File: config.mk
export PLATFORM = sky130hd
export DESIGN_NAME = ir_receiver_sm
export DESIGN_NICKNAME = d
export VERILOG_FILES = /design/src/rtl/ir_receiver_sm.sv
export SDC_FILE = /design/constraint.sdc
export NUM_CORES = 1
export LEC_CHECK = 0
export BUFFER_PORTS_ARGS = -buffer_cell sky130_fd_sc_hd__buf_2
export CAP_MARGIN = 15
export CORE_MARGIN = 8
export CORE_UTILIZATION = 57
export CTS_BUF_LIST = sky130_fd_sc_hd__clkbuf_8
export CTS_CLUSTER_SIZE = 8
export DETAILED_ROUTE_END_ITERATION = 16
export PLACE_DENSITY = 0.81
export SYNTH_ARGS = -nofsm -noshare
export SYNTH_HDL_FRONTEND = slang
export SYNTH_SLANG_ARGS = --single-unit
File: constraint.sdc
create_clock -name CLK -period 2.23 [get_ports CLK]
set_clock_uncertainty 0.2 [all_clocks]
set_input_delay 0.446 -clock CLK [delete_from_list [all_inputs] [get_ports CLK]]
set_output_delay 0.446 -clock CLK [all_outputs]
set_load 0.01 [all_outputs]
File: src/rtl/ir_receiver_sm.sv
// IR packet decoder: measures burst/gap runs of the filtered IR envelope in carrier periods
// and validates Start, CarSelect and the four direction fields into a 4-bit command.
module ir_receiver_sm #(
   parameter int CLKS_PER_PULSE = 2777,
   parameter int DEBOUNCE       = 16,
   parameter int START_MIN      = 150,
   parameter int START_MAX      = 230,
   parameter int SEL_MIN        = 38,
   parameter int SEL_MAX        = 56,
   parameter int DEA_MIN        = 16,
   parameter int DEA_MAX        = 30,
   parameter int GAP_MIN        = 18,
   parameter int GAP_MAX        = 32
) (
   input  logic       CLK,
   input  logic       RESETN,
   input  logic       IR_IN,
   output logic [3:0] COMMAND,
   output logic       PACKET_VALID,
   output logic       PACKET_ERROR,
   output logic       BUSY
);
   // state | meaning
   // IDLE  | waiting for a rise of the filtered envelope
   // START | measuring the Start burst
   // GAP   | measuring a gap; field holds the burst that follows
   // BURST | measuring the CarSelect or a direction burst
   // TAIL  | gap after Forward; completes once GAP_MIN pulses have elapsed
   // DONE  | one cycle with PACKET_VALID high
   typedef enum logic [2:0] {S_IDLE, S_START, S_GAP, S_BURST, S_TAIL, S_DONE} state_t;

   localparam int DB_W = $clog2(DEBOUNCE + 1);
   localparam logic [DB_W-1:0] DB_LAST  = DB_W'(DEBOUNCE - 1);
   localparam logic [11:0]     DIV_LAST = 12'(CLKS_PER_PULSE - 1);
   localparam logic [7:0] START_MIN_R = 8'(START_MIN);
   localparam logic [7:0] START_MAX_R = 8'(START_MAX);
   localparam logic [7:0] SEL_MIN_R   = 8'(SEL_MIN);
   localparam logic [7:0] SEL_MAX_R   = 8'(SEL_MAX);
   localparam logic [7:0] DEA_MIN_R   = 8'(DEA_MIN);
   localparam logic [7:0] DEA_MAX_R   = 8'(DEA_MAX);
   localparam logic [7:0] GAP_MIN_R   = 8'(GAP_MIN);
   localparam logic [7:0] GAP_MAX_R   = 8'(GAP_MAX);
   localparam logic [2:0] F_SEL = 3'd0;
   localparam logic [2:0] F_F   = 3'd4;

   logic            sync_1, sync_2, lvl, lvl_d;
   logic [DB_W-1:0] db_cnt;
   logic [11:0]     div;
   logic [7:0]      run;
   state_t          state;
   logic [2:0]      field;
   logic [3:0]      shift;
   logic            err_hit;

   always_ff @(posedge CLK or negedge RESETN) begin
      if (!RESETN) begin
         sync_1 <= 1'b0;
         sync_2 <= 1'b0;
         lvl    <= 1'b0;
         lvl_d  <= 1'b0;
         db_cnt <= '0;
      end else begin
         sync_1 <= IR_IN;
         sync_2 <= sync_1;
         lvl_d  <= lvl;
         if (sync_2 == lvl) begin
            db_cnt <= '0;
         end else if (db_cnt == DB_LAST) begin
            lvl    <= sync_2;
            db_cnt <= '0;
         end else begin
            db_cnt <= db_cnt + 1'b1;
         end
      end
   end

   logic lvl_edge, lvl_rise, lvl_fall;
   assign lvl_edge = lvl ^ lvl_d;
   assign lvl_rise = lvl & ~lvl_d;
   assign lvl_fall = ~lvl & lvl_d;

   // An edge takes priority over a divider wrap in the same cycle.
   always_ff @(posedge CLK or negedge RESETN) begin
      if (!RESETN) begin
         div <= '0;
         run <= '0;
      end else if (lvl_edge) begin
         div <= '0;
         run <= '0;
      end else if (div == DIV_LAST) begin
         div <= '0;
         if (run != 8'hFF) run <= run + 1'b1;
      end else begin
         div <= div + 1'b1;
      end
   end

   logic in_start, in_sel, in_dea, in_gap;
   assign in_start = (run >= START_MIN_R) && (run <= START_MAX_R);
   assign in_sel   = (run >= SEL_MIN_R)   && (run <= SEL_MAX_R);
   assign in_dea   = (run >= DEA_MIN_R)   && (run <= DEA_MAX_R);
   assign in_gap   = (run >= GAP_MIN_R)   && (run <= GAP_MAX_R);

   always_comb begin
      err_hit = 1'b0;
      case (state)
         S_GAP:   err_hit = lvl_rise ? !in_gap : (run > GAP_MAX_R);
         S_BURST: begin
            if (lvl_fall)
               err_hit = (field == F_SEL) ? !in_sel : !(in_sel || in_dea);
            else
               err_hit = (field != F_SEL) && (run > SEL_MAX_R);
         end
         S_TAIL:  err_hit = lvl_rise;
         default: err_hit = 1'b0;
      endcase
   end

   always_ff @(posedge CLK or negedge RESETN) begin
      if (!RESETN) begin
         state        <= S_IDLE;
         field        <= F_SEL;
         shift        <= '0;
         COMMAND      <= '0;
         PACKET_VALID <= 1'b0;
         PACKET_ERROR <= 1'b0;
         BUSY         <= 1'b0;
      end else begin
         PACKET_VALID <= 1'b0;
         PACKET_ERROR <= 1'b0;
         if (err_hit) begin
            state        <= S_IDLE;
            shift        <= '0;
            PACKET_ERROR <= 1'b1;
            BUSY         <= 1'b0;
         end else begin
            case (state)
               S_IDLE: begin
                  if (lvl_rise) begin
                     state <= S_START;
                     BUSY  <= 1'b1;
                  end
               end
               S_START: begin
                  // Out-of-window or stuck-high starts are treated as noise.
                  if (lvl_fall && in_start) begin
                     state <= S_GAP;
                     field <= F_SEL;
                  end else if (lvl_fall || (run > START_MAX_R)) begin
                     state <= S_IDLE;
                     BUSY  <= 1'b0;
                  end
               end
               S_GAP: begin
                  if (lvl_rise) state <= S_BURST;
               end
               S_BURST: begin
                  if (lvl_fall) begin
                     if (field != F_SEL) shift <= {shift[2:0], in_sel};
                     if (field == F_F) begin
                        state <= S_TAIL;
                     end else begin
                        state <= S_GAP;
                        field <= field + 3'd1;
                     end
                  end
               end
               S_TAIL: begin
                  if (run >= GAP_MIN_R) begin
                     state        <= S_DONE;
                     COMMAND      <= shift;
                     PACKET_VALID <= 1'b1;
                  end
               end
               default: begin
                  state <= S_IDLE;
                  BUSY  <= 1'b0;
               end
            endcase
         end
      end
   end
endmodule

After elaboration in Yosys (flattened, before gate mapping)
Index checks and enable logic that the tools add are counted.
{ "word_totals": {"out_inout_bits": 7, "ramBits": 0, "regBits": 46, "latch_bits": 0, "inputBits": 3, "memories": 0, "romBits": 0} }
{ "classes": {"reduce_logical": 28, "mux": 37, "order_cmp": 11, "n_eq_ne": 20, "n_div": 0, "n_bitwise": 7, "add_sub_neg": 4, "multipliers": 0, "n_shift": 0} }
{ "op_table": {"columns": ["op", "count"], "rows": [
  ["two-way mux 3 bit", 11],
  ["two-way mux 12 bit", 2],
  ["two-way mux 8 bit", 3],
  ["!= test 3 bit (second input constant)", 6],
  [">= comparator 8 x 5 -> 1 bit (second input constant)", 2],
  ["greater-than comparator 8 x 6 -> 1 bit (second input constant)", 2],
  ["<= comparator 8 x 6 -> 1 bit (second input constant)", 2],
  ["two-way mux 4 bit", 4],
  ["case mux 3 bit (5 select lines)", 1],
  ["adder 12 x 1 -> 12 bit (second input constant)", 1],
  ["== test 12 bit (second input constant)", 1],
  ["nonzero test 2 bit", 6],
  ["two-way mux 1 bit", 11],
  ["two-way mux 5 bit", 2],
  ["AND reduction 5 bit", 2],
  ["adder 8 x 1 -> 8 bit (second input constant)", 1],
  [">= comparator 8 x 6 -> 1 bit (second input constant)", 1],
  [">= comparator 8 bit (second input constant)", 1],
  ["greater-than comparator 8 bit (second input constant)", 1],
  ["<= comparator 8 x 5 -> 1 bit (second input constant)", 1],
  ["<= comparator 8 bit (second input constant)", 1],
  ["!= test 8 bit (second input constant)", 1],
  ["== test 3 x 2 -> 1 bit (second input constant)", 2],
  ["== test 3 bit (second input constant)", 2],
  ["22 further kinds", 40]
]} }

Depth between registers and ports, before layout
Gate-level depths: netlist (run 1).
{ "depth": {"ltp_word": 9, "mapped_depth": 9, "depth_no_buf": 8} }

Worst setup path after synthesis (run 1)
Ideal clock, no wire load.
{ "synth_path": {"kind": "register to register", "from": "register div[8]", "to": "register run[3]", "stages_incl_launch_ff": 7, "n_path_buf": 0, "required_ns": 1.911, "slack_ns": -0.163, "setup_ns": 0.119, "arrival_ns": 2.074, "cell_sequence": "dfrtp_1 or4b_1 or4_4 o21ai_4 nand4_1 xnor2_1 and2_1"} }
{ "synth_via": {"elab_chain_len": 3} }
{ "synth_lines": {"columns": ["item", "line", "source"], "rows": [
  ["from (decl)", "48", "logic [11:0] div;"],
  ["from (signal assigned)", "94", "div <= div + 1'b1;"],
  ["== test 12 bit", "90", "end else if (div == DIV_LAST) begin"],
  ["nonzero test 2 bit (no source line)", null, null],
  ["AND reduction 2 bit (no source line)", null, null],
  ["to (signal assigned)", "92", "if (run != 8'hFF) run <= run + 1'b1;"],
  ["to (decl)", "49", "logic [7:0] run;"]
]} }
No other way between the ends.
A chain may end at the register's enable or synchronous reset.

Worst setup path after layout (run 1)
{ "layout_path": {"from": "register field[0]", "to": "register BUSY"} }
{ "layout_via": {"elab_chain_len": 6, "elab_cells_between_ends": 12, "classes_between": "eq/ne (4); mux (4); reduce/logical (4)"} }
{ "layout_lines": {"columns": ["item", "line", "source"], "rows": [
  ["from (decl)", "51", "logic [2:0] field;"],
  ["from (signal assigned)", "164", "field <= field + 3'd1;"],
  ["logical NOT 3 bit / nonzero test 3 bit (equally long branches)", "110, 112", null],
  ["two-way mux 1 bit / logical AND 1 bit (equally long branches)", "110, 112", null],
  ["two-way mux 1 bit *", "109", "if (lvl_fall)"],
  ["case mux 1 bit (3 select lines) *", "106", "case (state)"],
  ["!= test 3 bit (no source line) / != test 2 x 1 -> 1 bit (equally long branches)", null, null],
  ["AND reduction 4 bit (no source line)", null, null],
  ["to (signal assigned)", "127", "BUSY <= 1'b0;"],
  ["to (signal assigned)", "135", "BUSY <= 1'b0;"],
  ["to (signal assigned)", "141", "BUSY <= 1'b1;"],
  ["to (decl)", "21", "output logic BUSY"]
]} }
Mark *: on every way between the ends. The rest lies on a longest branch, timed or not.

==> results.py, run 1 <==
metrics = {
    "cells_and_area": {
        "instances_no_fill": 347,
        "drive_above_1_share_pct": 26.6,
        "area_delta_synth_final_pct": 23.3,
        "nets": 308,
        "antenna_cells": 0,
        "nFillCells": 274,
        "final_area_um2": 2930,
        "post-route-util_pct": 73.3,
        "layout_common_cells": "dfrtp_1, buf_4, nor2_1",
        "final_common_cell": "dfrtp_1",
    },
    "worst_setup_path": {
        "r2r_cells": 8,
        "r2r-start": "field[0]",
        "r2r_slack_ns": -0.15,
        "crit_type": "reg2reg",
        "worstReg2RegEnd": "BUSY",
        "required_ns": 2.23,
        "cp-start-kind": "flip-flop",
        "end_kind": "flip-flop",
        "crit_arrival_ns": 2.38,
        "worstPathMaxFanout": 5,
    },
    "power": {
        "ir_drop_mv": 0.637,
        "powerDensity_nw_per_um2": 637,
        "p_leak_nw": 1.41,
    },
    "synthesis": {
        "ys_seq_area_share_pct": 48.4,
        "async_flop_share_pct": 100,
        "syn_area_um2": 2380,
        "syn_area_per_cell_um2": 9.66,
        "ys_ff_latch": 46,
        "synth_ff_type": "dfrtp_1",
        "synthCells": 246,
        "synth-edff-count": 0,
        "syn_nets": 258,
        "ys_types": 42,
        "yosysWarnings": 0,
    },
    "clocking": {
        "htreeDepth": 2,
        "clk_path_buf_depth": 2,
        "cts_tree": "yes",
        "clock_sinks": 46,
        "clock-root-buffer": "clkbuf_8",
        "cts_buffers": 5,
        "clk_latency_ns": 0.30,
        "clkTransAtPathRegs_ns": 0.09,
    },
    "global_routing": {
        "antenna_found_initial": 0,
        "grt_pass1_wl_um": 8960,
        "track_usage_pct": 17.4,
        "grt_overflow": 0,
        "grt_pass1_vias": 2020,
        "grt_max_degree": 21,
    },
    "timing": {
        "fin_crit_sh_pct": 107,
        "min_period_ns": 2.38,
        "worst_pin_slew_ns": 0.480,
        "relSlewSlack_pct": 67.9,
        "finalMaxSlewViolations": 0,
        "setup_viol": 11,
        "rsz0062_at_grt": "true",
        "hold_violations": 0,
        "timing.fmax_ghz": 0.420,
        "fin_ws_ns": -0.152,
    },
    "route": {
        "drt-initial-drc-count": 117,
        "drc": 0,
        "vias": 1919,
        "final_antenna_net_count": 0,
        "wirelength_um": 5280,
        "wl_per_cell_um": 15.2,
        "viasPerCell": 5.53,
        "drtPass1Iterations": 4,
    },
    "die": {
        "coreArea_um2": 4000,
        "die-area_um2": 6490,
        "die_w_um": 80.6,
        "fp-row-count": 23,
        "start_util_pct": 59.4,
        "io_pins": 10,
        "die_h_um": 80.6,
    },
    "place": {
        "port_buffers": 9,
        "place_congestion": 0.822,
        "dp_hpwl_um": 3610,
        "numPlacedInstances": 328,
        "post_dp_cell_area_um2": 2690,
    },
    "hold_path": {
        "hold_depth": 1,
        "min_from": "IR_IN",
        "hold_path.class": "in2reg",
        "whs_endpoint": "sync_1",
    },
    "outcome": {
        "violations": "setup timing",
        "outcome": "complete, but fails checks",
    },
    "run": {
        "maxCapViolCount": 0,
    },
}
==> power by group <==
group,total (mW),internal (mW),switching (mW)
clock,0.530,0.224,0.306
combinational,0.354,0.177,0.178
sequential,0.983,0.909,0.0737
total,1.87,1.31,0.557
==> timing repair <==
item	in CTS	in global routing
endpoints found under the setup margin	10	23
gates cloned	0	0
pin swaps	8	1
resized for setup	12	2
setup buffers	6	4
endpoints found under the hold margin	18	0
hold buffers	1	0
==> critical path, stage by stage (launching register included) <==
cell,delay [ns]
dfrtp_1,0.41
inv_2,0.09
ha_4,0.13
nor2b_4,0.17
nor3_2,0.05
a222oi_1,0.39
o311ai_2,0.25
a41oi_2,0.26
mux2_4,0.33
==> flip-flops by register name (all words and copies together), names as in the netlist, 3 cells and up <==
signal / count
db_cnt: 5
run: 8
div: 12
shift: 4
field: 3
state: 3
COMMAND: 4
==> worst max-delay path by stage <==
stage                  start     end  cells after the start
floorplan             div[8]  run[3]                      6
global placement    field[0]    BUSY                      8
detailed placement  field[0]    BUSY                      8
CTS                   div[5]  run[3]                      6
global route          div[5]  run[3]                      6
finish              field[0]    BUSY                      8
==> logic make-up after synthesis <==
family          after synthesis  synth area share [%]
compound gates               29                  8.58
xor+xnor                     17                  6.26
fa+ha+maj                     9                  4.74
buf+inv                      24                  4.00
flops                        46                  48.4
mux                          11                  4.89
simple gates                110                  23.1
==> synthesized netlist by cell type, types with 2 or more instances <==
cell type | number | area [um^2]
and2_1 | 8 | 50.1
ha_1 | 9 | 113
a31oi_1 | 2 | 12.5
nor3_1 | 5 | 25.0
and3_1 | 5 | 31.3
mux2i_1 | 6 | 60.1
buf_2 | 4 | 20.0
a21oi_1 | 4 | 20.0
dfrtp_1 | 46 | 1150
or3_1 | 3 | 18.8
nand4_1 | 6 | 37.5
nand2_1 | 26 | 97.6
nand2b_1 | 4 | 25.0
a211oi_1 | 2 | 15.0
nor2_1 | 30 | 113
o21ai_0 | 8 | 40.0
o211ai_1 | 2 | 15.0
inv_1 | 14 | 52.6
mux2_2 | 5 | 56.3
nor3b_1 | 2 | 15.0
xnor2_1 | 9 | 78.8
or4b_1 | 2 | 20.0
clkbuf_1 | 5 | 18.8
nor4_1 | 2 | 12.5
nand3_1 | 11 | 55.1
nand3b_1 | 3 | 22.5
xor2_1 | 8 | 70.1
==> cell type report <==
cell class | instances | area, um^2 | area share, %
Sequential cell | 46 | 1150 | 39.3
Inverter | 14 | 52.6 | 1.79
Tap cell | 50 | 62.6 | 2.13
Clock inverter | 3 | 23.8 | 0.811
Multi-Input combinational cell | 176 | 1190 | 40.8
Timing Repair Buffer | 53 | 378 | 12.9
Clock buffer | 5 | 68.8 | 2.35
==> metal layers <==
metal	part of all wire (%)	GRT usage, %	vias up
met5	0	0	-
met4	2.4	7.45	0
met3	2.9	3.91	12
met2	52	30.2	39
met1	43	19.8	926
li1	-	-	942
==> metrics by stage <==
step | TNS [ns] | setup WS [ns] | total power [mW] | hold slack, ns
floorplan | -0.0467 | -0.0355 | 1.19 | -0.0496
global placement | -0.157 | -0.0647 | 1.31 | 0.134
detailed placement | -0.765 | -0.189 | 1.33 | 0.153
CTS | -0.420 | -0.0816 | 1.87 | 0.0330
global route | -2.06 | -0.215 | 1.97 | 0.0253
finish | -0.722 | -0.152 | 1.87 | 0.0390
Power figures use the tool's default switching activity.
==> run 2, diff against run 1 <==
--- a/config.mk
+++ b/config.mk
@@ -5,6 +5,7 @@
 export SDC_FILE = /design/constraint.sdc
 export NUM_CORES = 1
 export LEC_CHECK = 0
+export ABC_AREA = 1
 export BUFFER_PORTS_ARGS = -buffer_cell sky130_fd_sc_hd__buf_2
 export CAP_MARGIN = 15
 export CORE_MARGIN = 8
@@ -12,7 +13,7 @@
 export CTS_BUF_LIST = sky130_fd_sc_hd__clkbuf_8
 export CTS_CLUSTER_SIZE = 8
 export DETAILED_ROUTE_END_ITERATION = 16
-export PLACE_DENSITY = 0.81
+export PLACE_DENSITY = 0.77
 export SYNTH_ARGS = -nofsm -noshare
 export SYNTH_HDL_FRONTEND = slang
 export SYNTH_SLANG_ARGS = --single-unit
==> results.py, run 2 <==
metrics = {
    "place": {
        "numPlacedInstances": 380,
        "place_congestion": 0.887,
        "place_ws_ns": 0.0992,
        "post_dp_cell_area_um2": 2610,
        "port_buffers": 9,
        "dp_hpwl_um": 3580,
    },
    "timing": {
        "rsz0062_at_grt": "false",
        "fin_crit_sh_pct": 93.0,
        "setup_tns_ns": 0,
        "finalMaxSlewViolations": 0,
        "fin_ws_ns": 0.156,
        "hold_violations": 0,
        "setup_viol": 0,
        "worst_pin_slew_ns": 0.475,
        "relSlewSlack_pct": 68.3,
        "min_period_ns": 2.07,
        "holdWs_ns": 0.0476,
        "timing.fmax_ghz": 0.482,
    },
    "clocking": {
        "htreeDepth": 2,
        "cts_tree": "yes",
        "clk_latency_ns": 0.30,
        "clkTransAtPathRegs_ns": 0.09,
        "clock-root-buffer": "clkbuf_8",
        "clk_path_buf_depth": 2,
        "clock_sinks": 46,
        "cts_buffers": 5,
    },
    "global_routing": {
        "grt_max_degree": 24,
        "grt_pass1_wl_um": 8270,
        "track_usage_pct": 15.5,
        "antenna_found_initial": 0,
        "grt_pass1_vias": 2037,
        "grt_overflow": 0,
    },
    "power": {
        "power_mw": 1.92,
        "ir_drop_mv": 0.421,
        "powerDensity_nw_per_um2": 691,
        "p_leak_nw": 1.43,
    },
    "route": {
        "vias": 2114,
        "wirelength_um": 4840,
        "final_antenna_net_count": 0,
        "drc": 0,
        "drt-initial-drc-count": 166,
        "drtPass1Iterations": 4,
        "viasPerCell": 5.35,
        "wl_per_cell_um": 12.2,
    },
    "synthesis": {
        "synth-edff-count": 0,
        "yosys-top-cells-count": "nand2_1, dfrtp_1, nor2_1, inv_1, nand3_1",
        "ys_types": 29,
        "yosysWarnings": 0,
        "synth_ff_type": "dfrtp_1",
        "synth_most_common_cell": "nand2_1",
        "ys_seq_area_share_pct": 46.4,
        "syn_nets": 328,
        "synthCells": 316,
        "syn_area_per_cell_um2": 7.84,
        "syn_area_um2": 2480,
        "async_flop_share_pct": 100,
        "yosysTopAreaCellShare_pct": 46.4,
        "ys_ff_latch": 46,
        "ys_top_cells_by_area": "dfrtp_1, nand2_1, nor2_1, inv_1, nand3_1",
        "synth.largest_area_cell": "dfrtp_1",
    },
    "hold_path": {
        "hold_path.class": "in2reg",
    },
    "cells_and_area": {
        "post-route-util_pct": 65.3,
        "antenna_cells": 0,
        "largest_register_ff_count": 12,
        "regMostFlops": "div",
        "drive_above_1_share_pct": 16.0,
        "instances_no_fill": 395,
        "nets": 354,
        "reg_top3": "div x12, run x8, db_cnt x5",
        "final_common_cell": "nand2_1",
        "nFillCells": 364,
        "area_delta_synth_final_pct": 12.3,
        "final_area_um2": 2780,
        "layout_common_cells": "nand2_1, dfrtp_1, inv_1",
    },
    "run": {
        "maxCapViolCount": 0,
    },
    "die": {
        "die_w_um": 81.9,
        "die_h_um": 81.9,
        "start_util_pct": 58.1,
        "die-area_um2": 6710,
        "io_pins": 10,
        "coreArea_um2": 4260,
        "fp-row-count": 24,
    },
    "worst_setup_path": {
        "worstPathMaxFanout": 6,
        "end_kind": "flip-flop",
        "cp-start-kind": "flip-flop",
        "required_ns": 2.26,
        "crit_type": "reg2reg",
        "crit_arrival_ns": 2.11,
    },
    "outcome": {
        "outcome": "completed",
    },
}
## run 2: cell count changes after synthesis, moves of 5 or more
| cell | previous run | this run |
|---|---|---|
| mux2i_1 | 6 | 0 |
| mux2_2 | 5 | 0 |
| nand2_2 | 0 | 6 |
| nor2_1 | 30 | 37 |
| xor2_1 | 8 | 2 |
| nand2_1 | 26 | 80 |
| xnor2_1 | 9 | 1 |
| inv_1 | 14 | 36 |
| inv_2 | 0 | 5 |
| and2_1 | 8 | 0 |
| nand3_1 | 11 | 24 |
| a21oi_1 | 4 | 20 |
## run 2: routing by layer
| layer | vias to the layer above | track usage [%] | share of wire (%) |
|---|---|---|---|
| met1 | 994 | 17.7 | 45 |
| met4 | 0 | 5.44 | 0.70 |
| li1 | 1072 | - | - |
| met3 | 4 | 3.39 | 3.3 |
| met5 | - | 0 | 0 |
| met2 | 44 | 27.8 | 51 |
## run 2: cell families (layout without fill, tap and decap cells)
family | count (synthesis) | after routing | share of synthesized area (%)
and+or+nand+nor | 174 | 174 | 31.7
DFF | 46 | 46 | 46.4
buffers and inverters | 44 | 71 | 7.27
AOI/OAI and AO/OA | 40 | 40 | 8.99
adders and majority gates | 9 | 9 | 4.54
xor gates and xnor gates | 3 | 3 | 1.06
## run 2: area by class of cell
| type | count | area, um^2 | area share [%] |
|---|---|---|---|
| Tap cell | 52 | 65.1 | 2.34 |
| Multi-Input combinational cell | 226 | 1150 | 41.5 |
| Timing Repair Buffer | 22 | 145 | 5.22 |
| Inverter | 41 | 154 | 5.53 |
| Clock buffer | 5 | 68.8 | 2.47 |
| Clock inverter | 3 | 41.3 | 1.48 |
| Sequential cell | 46 | 1150 | 41.5 |
## run 2: repair_timing
action / CTS / global route
setup endpoints to repair: 0 / 12
hold endpoints to repair: 21 / 0
setup buffers: 0 / 6
hold buffers: 1 / 0
resized for setup: 0 / 4
## run 2: worst max-delay path, stage by stage, from the launching register on
cell     delay (ns)
dfrtp_1        0.42
inv_1          0.19
ha_1           0.19
a21oi_1        0.06
o21ai_0        0.19
nand4_1        0.22
a21oi_2        0.23
nand2_1        0.10
nand2_1        0.06
nand2_1        0.05
nor2_1         0.10
## run 2: final timing paths
| path | startpoint | endpoint | slack, ns | cells past startpoint |
|---|---|---|---|---|
| min in group asynchronous | RESETN | div[0] | 0.42 | 2 |
| worst max register to register | run[0] | field[2] | 0.16 | 10 |
| worst min register to register | sync_1 | sync_2 | 0.16 | 0 |
| max in group asynchronous | RESETN | run[5] | 0.83 | 3 |
| worst max-delay path | run[0] | field[2] | 0.16 | 10 |
| worst min-delay path | IR_IN | sync_1 | 0.05 | 1 |
## run 2: report_power, final
part	switching [mW]	internal [mW]
Clock	0.279	0.330
Sequential	0.0702	0.915
Combinational	0.204	0.123
